`config.mk`:
```
export PLATFORM = sky130hd
export DESIGN_NAME = debug_unit_ctrl_flat
export DESIGN_NICKNAME = d
export VERILOG_FILES = /design/src/rtl/dunit_pkg.sv /design/src/rtl/debug_unit_ctrl_if.sv /design/src/rtl/dunit_tx_serializer.sv /design/src/rtl/debug_unit_ctrl.sv /design/src/flat_wrapper.sv
export SDC_FILE = /design/constraint.sdc
export NUM_CORES = 1
export LEC_CHECK = 0
export ABC_AREA = 1
export CAP_MARGIN = 20
export CORE_MARGIN = 5
export CORE_UTILIZATION = 44
export DETAILED_ROUTE_END_ITERATION = 10
export DONT_BUFFER_PORTS = 1
export GPL_ROUTABILITY_DRIVEN = 1
export SLEW_MARGIN = 5
export SYNTH_ARGS = -nofsm -noshare
export SYNTH_HDL_FRONTEND = slang
export SYNTH_SLANG_ARGS = --single-unit
export TNS_END_PERCENT = 5
```
`constraint.sdc`:
```
create_clock -name i_clk -period 2.4 [get_ports i_clk]
set_input_delay 0.48 -clock i_clk [delete_from_list [all_inputs] [get_ports i_clk]]
set_output_delay 0.48 -clock i_clk [all_outputs]
set_load 0.005 [all_outputs]
```
`src/rtl/dunit_pkg.sv`:
```
// Shared constants and types for the debug-unit controller.
// Latency: n/a (declarations only).
// Backpressure: n/a.
//
// Contents: UART command codes, controller state enum, UART byte width.
package dunit_pkg;

   localparam int NB_BYTE = 8;

   localparam logic [NB_BYTE-1:0] CMD_LOAD = 8'h4C;  // 'L'
   localparam logic [NB_BYTE-1:0] CMD_RUN  = 8'h43;  // 'C'
   localparam logic [NB_BYTE-1:0] CMD_STEP = 8'h53;  // 'S'

   localparam int BYTES_PER_WORD = 4;

   typedef enum logic [2:0] {
      IDLE,
      LOAD_CNT,
      LOAD_BYTE,
      LOAD_WRITE,
      RUN,
      STEP,
      SEND
   } dunit_state_t;

endpackage

```
`src/rtl/debug_unit_ctrl_if.sv`:
```
// Bundle of UART, pipeline-status and debug-port signals around the debug unit.
// Latency: n/a (wiring only).
// Backpressure: tx side uses a start/done handshake; rx side has none (strobe only).
//
// Modports: master = debug-unit controller, slave = UART/pipeline/memory side.
interface debug_unit_ctrl_if #(
   parameter int NB_REG  = 32,
   parameter int NB_BYTE = 8
);

   logic [NB_BYTE-1:0] i_rx_data;
   logic               i_rx_valid;
   logic               i_halt;
   logic [NB_REG-1:0]  i_pc;
   logic               i_tx_done;
   logic [NB_BYTE-1:0] o_tx_data;
   logic               o_tx_start;
   logic               o_dunit_clk_en;
   logic               o_dunit_w_en;
   logic [NB_REG-1:0]  o_dunit_mem_addr;
   logic [NB_REG-1:0]  o_dunit_mem_data;

   modport master (
      input  i_rx_data, i_rx_valid, i_halt, i_pc, i_tx_done,
      output o_tx_data, o_tx_start, o_dunit_clk_en, o_dunit_w_en,
             o_dunit_mem_addr, o_dunit_mem_data
   );

   modport slave (
      output i_rx_data, i_rx_valid, i_halt, i_pc, i_tx_done,
      input  o_tx_data, o_tx_start, o_dunit_clk_en, o_dunit_w_en,
             o_dunit_mem_addr, o_dunit_mem_data
   );

endinterface

```
`src/rtl/dunit_tx_serializer.sv`:
```
// Sends a captured word to the UART transmitter as 4 bytes, MSB first.
// Latency: first o_tx_start one cycle after i_load; each next start one cycle after i_tx_done.
// Backpressure: waits for i_tx_done per byte; o_busy stays high until the last done.
//
// Ports: i_load/i_word capture the word; o_tx_data/o_tx_start/i_tx_done form the
// transmitter handshake; o_last_done flags the cycle of the final i_tx_done.
module dunit_tx_serializer #(
   parameter int NB_REG  = 32,
   parameter int NB_BYTE = 8
) (
   input  logic               i_clk,
   input  logic               i_reset,
   input  logic               i_load,
   input  logic [NB_REG-1:0]  i_word,
   input  logic               i_tx_done,
   output logic [NB_BYTE-1:0] o_tx_data,
   output logic               o_tx_start,
   output logic               o_busy,
   output logic               o_last_done
);

   // Holds only the bytes not yet handed to the transmitter.
   logic [NB_REG-NB_BYTE-1:0] rest_q;
   logic [1:0]                byte_idx;

   assign o_last_done = o_busy && i_tx_done && (byte_idx == 2'd3);

   always_ff @(posedge i_clk or negedge i_reset) begin
      if (!i_reset) begin
         rest_q     <= '0;
         byte_idx   <= '0;
         o_tx_data  <= '0;
         o_tx_start <= 1'b0;
         o_busy     <= 1'b0;
      end else begin
         o_tx_start <= 1'b0;
         if (i_load) begin
            o_tx_data  <= i_word[NB_REG-1 -: NB_BYTE];
            rest_q     <= i_word[NB_REG-NB_BYTE-1:0];
            byte_idx   <= '0;
            o_tx_start <= 1'b1;
            o_busy     <= 1'b1;
         end else if (o_busy && i_tx_done) begin
            if (byte_idx == 2'd3) begin
               o_busy <= 1'b0;
            end else begin
               // o_tx_data only changes here, so it is stable for the whole byte.
               o_tx_data  <= rest_q[NB_REG-NB_BYTE-1 -: NB_BYTE];
               rest_q     <= rest_q << NB_BYTE;
               byte_idx   <= byte_idx + 2'd1;
               o_tx_start <= 1'b1;
            end
         end
      end
   end

endmodule

```
`src/rtl/debug_unit_ctrl.sv`:
```
// Debug-unit controller: UART command decode, program load, run/step clock gating, PC report.
// Latency: memory write one cycle after the 4th data byte; clk_en one cycle after 'C'/'S'.
// Backpressure: none on rx (bytes outside accepting states are dropped); tx waits on i_tx_done.
//
// Ports: i_clk, i_reset (async, active-low); dbg carries UART rx/tx, i_halt/i_pc from
// the pipeline and the registered debug ports o_dunit_clk_en/w_en/mem_addr/mem_data.
module debug_unit_ctrl #(
   parameter int NB_REG   = 32,
   parameter int NB_WIDHT = 9,
   parameter int NB_BYTE  = 8
) (
   input  logic                 i_clk,
   input  logic                 i_reset,
   debug_unit_ctrl_if.master    dbg
);

   import dunit_pkg::*;

   localparam int NB_IDX = NB_WIDHT - 2;

   dunit_state_t         state;
   logic [3*NB_BYTE-1:0] shift_q;     // first three bytes of the word in flight
   logic [1:0]           byte_cnt;
   logic [NB_IDX-1:0]    word_idx;    // wraps naturally at 2**(NB_WIDHT-2)
   logic [NB_BYTE-1:0]   words_left;

   logic                 clk_en_q;
   logic                 w_en_q;
   logic [NB_REG-1:0]    mem_addr_q;
   logic [NB_REG-1:0]    mem_data_q;

   logic                 tx_load;
   logic                 tx_busy;
   logic                 tx_last_done;
   logic [NB_BYTE-1:0]   tx_data;
   logic                 tx_start;

   // PC is captured on the edge that enters SEND.
   assign tx_load = ((state == RUN) && dbg.i_halt) || (state == STEP);

   always_ff @(posedge i_clk or negedge i_reset) begin
      if (!i_reset) begin
         state      <= IDLE;
         shift_q    <= '0;
         byte_cnt   <= '0;
         word_idx   <= '0;
         words_left <= '0;
         clk_en_q   <= 1'b0;
         w_en_q     <= 1'b0;
         mem_addr_q <= '0;
         mem_data_q <= '0;
      end else begin
         w_en_q <= 1'b0;
         case (state)
            IDLE: begin
               if (dbg.i_rx_valid) begin
                  case (dbg.i_rx_data)
                     CMD_LOAD: state <= LOAD_CNT;
                     CMD_RUN: begin
                        // Already halted: RUN spends one cycle with the clock gated.
                        clk_en_q <= ~dbg.i_halt;
                        state    <= RUN;
                     end
                     CMD_STEP: begin
                        clk_en_q <= 1'b1;
                        state    <= STEP;
                     end
                     default: ;
                  endcase
               end
            end
            LOAD_CNT: begin
               if (dbg.i_rx_valid) begin
                  if (dbg.i_rx_data == '0) begin
                     state <= IDLE;
                  end else begin
                     words_left <= dbg.i_rx_data;
                     word_idx   <= '0;
                     byte_cnt   <= '0;
                     state      <= LOAD_BYTE;
                  end
               end
            end
            LOAD_BYTE: begin
               if (dbg.i_rx_valid) begin
                  if (byte_cnt == 2'd3) begin
                     w_en_q     <= 1'b1;
                     mem_addr_q <= NB_REG'({word_idx, 2'b00});
                     mem_data_q <= NB_REG'({shift_q, dbg.i_rx_data});
                     byte_cnt   <= '0;
                     state      <= LOAD_WRITE;
                  end else begin
                     shift_q  <= {shift_q[2*NB_BYTE-1:0], dbg.i_rx_data};
                     byte_cnt <= byte_cnt + 2'd1;
                  end
               end
            end
            LOAD_WRITE: begin
               word_idx   <= word_idx + NB_IDX'(1);
               words_left <= words_left - NB_BYTE'(1);
               state      <= (words_left == NB_BYTE'(1)) ? IDLE : LOAD_BYTE;
            end
            RUN: begin
               if (dbg.i_halt) begin
                  clk_en_q <= 1'b0;
                  state    <= SEND;
               end else begin
                  clk_en_q <= 1'b1;
               end
            end
            STEP: begin
               clk_en_q <= 1'b0;
               state    <= SEND;
            end
            SEND: begin
               if (tx_last_done) state <= IDLE;
            end
            default: state <= IDLE;
         endcase
      end
   end

   dunit_tx_serializer #(
      .NB_REG  (NB_REG),
      .NB_BYTE (NB_BYTE)
   ) u_tx_ser (
      .i_clk       (i_clk),
      .i_reset     (i_reset),
      .i_load      (tx_load),
      .i_word      (dbg.i_pc),
      .i_tx_done   (dbg.i_tx_done),
      .o_tx_data   (tx_data),
      .o_tx_start  (tx_start),
      .o_busy      (tx_busy),
      .o_last_done (tx_last_done)
   );

   assign dbg.o_tx_data        = tx_data;
   assign dbg.o_tx_start       = tx_start;
   assign dbg.o_dunit_clk_en   = clk_en_q;
   assign dbg.o_dunit_w_en     = w_en_q;
   assign dbg.o_dunit_mem_addr = mem_addr_q;
   assign dbg.o_dunit_mem_data = mem_data_q;

endmodule

```
`src/flat_wrapper.sv`:
```
// flat-port wrapper written by rule: the top's interface ports become plain ports
module debug_unit_ctrl_flat import dunit_pkg::*;
#(
   parameter int NB_REG   = 32,
   parameter int NB_WIDHT = 9,
   parameter int NB_BYTE  = 8
)
  (i_clk, i_reset, dbg_i_rx_data, dbg_i_rx_valid, dbg_i_halt, dbg_i_pc, dbg_i_tx_done, dbg_o_tx_data, dbg_o_tx_start, dbg_o_dunit_clk_en, dbg_o_dunit_w_en, dbg_o_dunit_mem_addr, dbg_o_dunit_mem_data);
  debug_unit_ctrl_if #(.NB_REG(NB_REG), .NB_BYTE(NB_BYTE)) dbg_i ();
  input  logic i_clk;
  input  logic i_reset;
  input wire logic [$bits(dbg_i.i_rx_data)-1:0] dbg_i_rx_data;
  input wire logic [$bits(dbg_i.i_rx_valid)-1:0] dbg_i_rx_valid;
  input wire logic [$bits(dbg_i.i_halt)-1:0] dbg_i_halt;
  input wire logic [$bits(dbg_i.i_pc)-1:0] dbg_i_pc;
  input wire logic [$bits(dbg_i.i_tx_done)-1:0] dbg_i_tx_done;
  output wire logic [$bits(dbg_i.o_tx_data)-1:0] dbg_o_tx_data;
  output wire logic [$bits(dbg_i.o_tx_start)-1:0] dbg_o_tx_start;
  output wire logic [$bits(dbg_i.o_dunit_clk_en)-1:0] dbg_o_dunit_clk_en;
  output wire logic [$bits(dbg_i.o_dunit_w_en)-1:0] dbg_o_dunit_w_en;
  output wire logic [$bits(dbg_i.o_dunit_mem_addr)-1:0] dbg_o_dunit_mem_addr;
  output wire logic [$bits(dbg_i.o_dunit_mem_data)-1:0] dbg_o_dunit_mem_data;
  assign dbg_i.i_rx_data = dbg_i_rx_data;
  assign dbg_i.i_rx_valid = dbg_i_rx_valid;
  assign dbg_i.i_halt = dbg_i_halt;
  assign dbg_i.i_pc = dbg_i_pc;
  assign dbg_i.i_tx_done = dbg_i_tx_done;
  assign dbg_o_tx_data = dbg_i.o_tx_data;
  assign dbg_o_tx_start = dbg_i.o_tx_start;
  assign dbg_o_dunit_clk_en = dbg_i.o_dunit_clk_en;
  assign dbg_o_dunit_w_en = dbg_i.o_dunit_w_en;
  assign dbg_o_dunit_mem_addr = dbg_i.o_dunit_mem_addr;
  assign dbg_o_dunit_mem_data = dbg_i.o_dunit_mem_data;
  debug_unit_ctrl #(.NB_REG(NB_REG), .NB_WIDHT(NB_WIDHT), .NB_BYTE(NB_BYTE)) u_core (.i_clk(i_clk), .i_reset(i_reset), .dbg(dbg_i));
endmodule
```
==> impl_results.md <==
* Status: complete, but fails checks
* Failing checks: hold timing
* Largest net degree at the start of global routing at 122
* Fin Setup TNS at 0 ns
* Tightest Pin Transition at 0.730 ns
* Post-route DRC at 0
* Final Hold Vio Count at 121
* Clk slew on worst S/H paths at 0.05 ns
* Layout Cells excl Fill at 858
* GR Util All Layers at 17.0%
* Worst Hold Class: input pin to async pin
* Critical Path RT at 2.68 ns
* Clock Tree Buf Depth at 2
* CTS buffer count at 17
* # setup viols final at 0
* Unrepaired setup endpoints after global routing: no
* First-pass GRT wire length at 20000 um
* PortBufs at 0
* Inst Count DP at 828
* Peak supply drop at 0.000654 V
* DRT Pass-1 Iters at 5
* Initial antenna violation count at 0
* YS warnings at 0
* Post-cts resize count at 0
* Post-Synthesis Cells at 681
* Seq/Total Area, Yosys at 54.1%
* Drt wl/cell at 14.0 um
* Post-DP HPWL at 8120 um
* Min Tclk post-route at 1.78 ns
* Worst hold slack at -0.225 ns
* DRT iter0 DRCs at 275
* Max Fclk at 563 MHz
* Die area at 0.0151 mm2
* Vias per inst at 4.94
* Max_slew headroom at 51.1%
* Clock root cell: clkbuf_16
* Total gr overflow at 0
* Startpoint Class: register
* Fin crit share at 74.0%
* Core area at 0.0126 mm2
* Area added between synthesis and finish at 10.6%
* Vias in the first global route at 4047
* Antenna fix cells at 0
* Crit path DAT at 2.06 ns
* Commonest non-fill, non-tap cell in the layout: nand2_1
* Post-route setup slack at 0.623 ns
* P_leak at 3.15 nW
* Layout cells sized above 1 at 7.29%
* Count of distinct cell types in the synthesized netlist at 32
* Power density over the cells at 1220 mW/mm2
* Commonest cells after routing, fill and taps aside: nand2_1 (229), dfrtp_1 (121), nand3_1 (96)
* Via count at 4242
* CTS Sinks at 121
* Nets at 725
* Gpl congestion at 0.915
* Routed wire length at 12000 um
* CP Capture Type: register
* Final-report max-slew violation count at 0
* Crit path kind: register to register
* CTS tree: done
* Die width at 123 um
* Initial Util at 44.5%
* Skew-Pair Late Insertion Delay at 0.41 ns
* R2R Path Start: u_core.state[2]
* Max cap viols at 0
* DRT antenna net count at 0
* Clock skew at 0.00731 ns
* H-tree depth at 4
* Avg Cell Area, Syn at 8.22 um2
* Critical path origin: u_core.state[2]
* Die Y at 123 um
* Placement Setup Slack at 0.622 ns
* CP Max Fanout at 39
* I/O Pins at 120
* Post-CTS setup buffer count at 0
* Row count at 41
* Post-Syn Area at 0.00560 mm2
* Post-synthesis register bit count at 121
[report_power, final]
group / internal, W / switching (W) / leakage (nW)
clock: 0.00161 / 0.000856 / 0.277
combinational: 0.000632 / 0.00118 / 1.25
sequential: 0.00273 / 0.000518 / 1.62
total: 0.00497 / 0.00255 / 3.15
[cell families (layout without fill, tap and decap cells)]
| group | Yosys count | in the layout | share of synthesized area (%) |
|---|---|---|---|
| compound gates | 74 | 74 | 6.89 |
| other cells | 1 | 25 | 0.0670 |
| xor+xnor | 1 | 1 | 0.157 |
| simple gates | 371 | 371 | 28.0 |
| flops | 121 | 121 | 54.1 |
| buf+inv | 108 | 89 | 9.64 |
| fa+ha+maj | 5 | 5 | 1.12 |
[sequential cells by signal, summed over array words and instances, names as in the netlist, 3 cells and up]
name,cells
u_core.dbg.o_dunit_mem_addr,7
u_core.dbg.o_dunit_mem_data,32
u_core.shift_q,24
u_core.state,3
u_core.u_tx_ser.o_tx_data,8
u_core.u_tx_ser.rest_q,24
u_core.word_idx,7
u_core.words_left,8
[routing by layer]
layer	share of wire, %	up-vias	track usage, %	wire length (um)
met5	0	-	0	0
met4	2.2	0	6.86	263
met3	7.1	23	6.36	857
met2	45	124	25.2	5430
met1	46	1971	22.6	5480
li1	-	2124	-	-
[cells in the mapped netlist, drive strengths merged]
master / number / area share, %
nand3b: 1 / 0.13
nand4: 5 / 0.56
buf: 44 / 5.3
and2: 1 / 0.11
ha: 5 / 1.1
xnor2: 1 / 0.16
nor3: 3 / 0.45
dfrtp: 121 / 54
o21ai: 66 / 6.0
a21oi: 3 / 0.34
inv: 53 / 3.6
a31oi: 3 / 0.34
clkbuf: 11 / 0.76
nand2: 233 / 16
nand3: 96 / 8.6
nor2: 31 / 2.3
o211ai: 1 / 0.13
or2: 1 / 0.11
conb: 1 / 0.067
o22ai: 1 / 0.11
[critical path, cell delays in order (launching register included)]
cell	delay [ns]
dfrtp_1	0.46
inv_2	0.11
nand2_2	0.07
nor2_4	0.16
inv_2	0.06
nor2_2	0.17
inv_2	0.23
buf_12	0.25
nand2_1	0.07
o21ai_0	0.08
[per-stage QoR]
stage               utilization, %  total power (W)  area [um2]
floorplan                        -          0.00467        5690
global placement              44.7          0.00501        5620
detailed placement            44.7          0.00509        5620
CTS                           49.2          0.00760        6190
global route                  49.2          0.00810        6190
finish                        49.2          0.00753        6190
[final cells by class]
| class | count | area (um2) |
|---|---|---|
| Clock buffer | 21 | 440 |
| Clock inverter | 9 | 126 |
| Fill cell | 1213 | 6380 |
| Inverter | 53 | 199 |
| Multi-Input combinational cell | 476 | 2120 |
| Sequential cell | 121 | 3030 |
| Tap cell | 172 | 215 |
| Timing Repair Buffer | 6 | 57.6 |
[final timing paths]
path	to	depth (start not counted)	slack (ns)
max	u_core.dbg.o_dunit_mem_data[14]	9	0.62
min	u_core.dbg.o_dunit_mem_data[25]	0	-0.23
max reg2reg	u_core.dbg.o_dunit_mem_data[14]	9	0.62
min reg2reg	u_core.dbg.o_dunit_mem_data[27]	2	0.48
max in group asynchronous	u_core.dbg.o_dunit_mem_data[10]	0	2.45
min in group i_clk	u_core.u_tx_ser.rest_q[5]	2	0.19
Note: power is estimated with default switching activity, not from simulation.
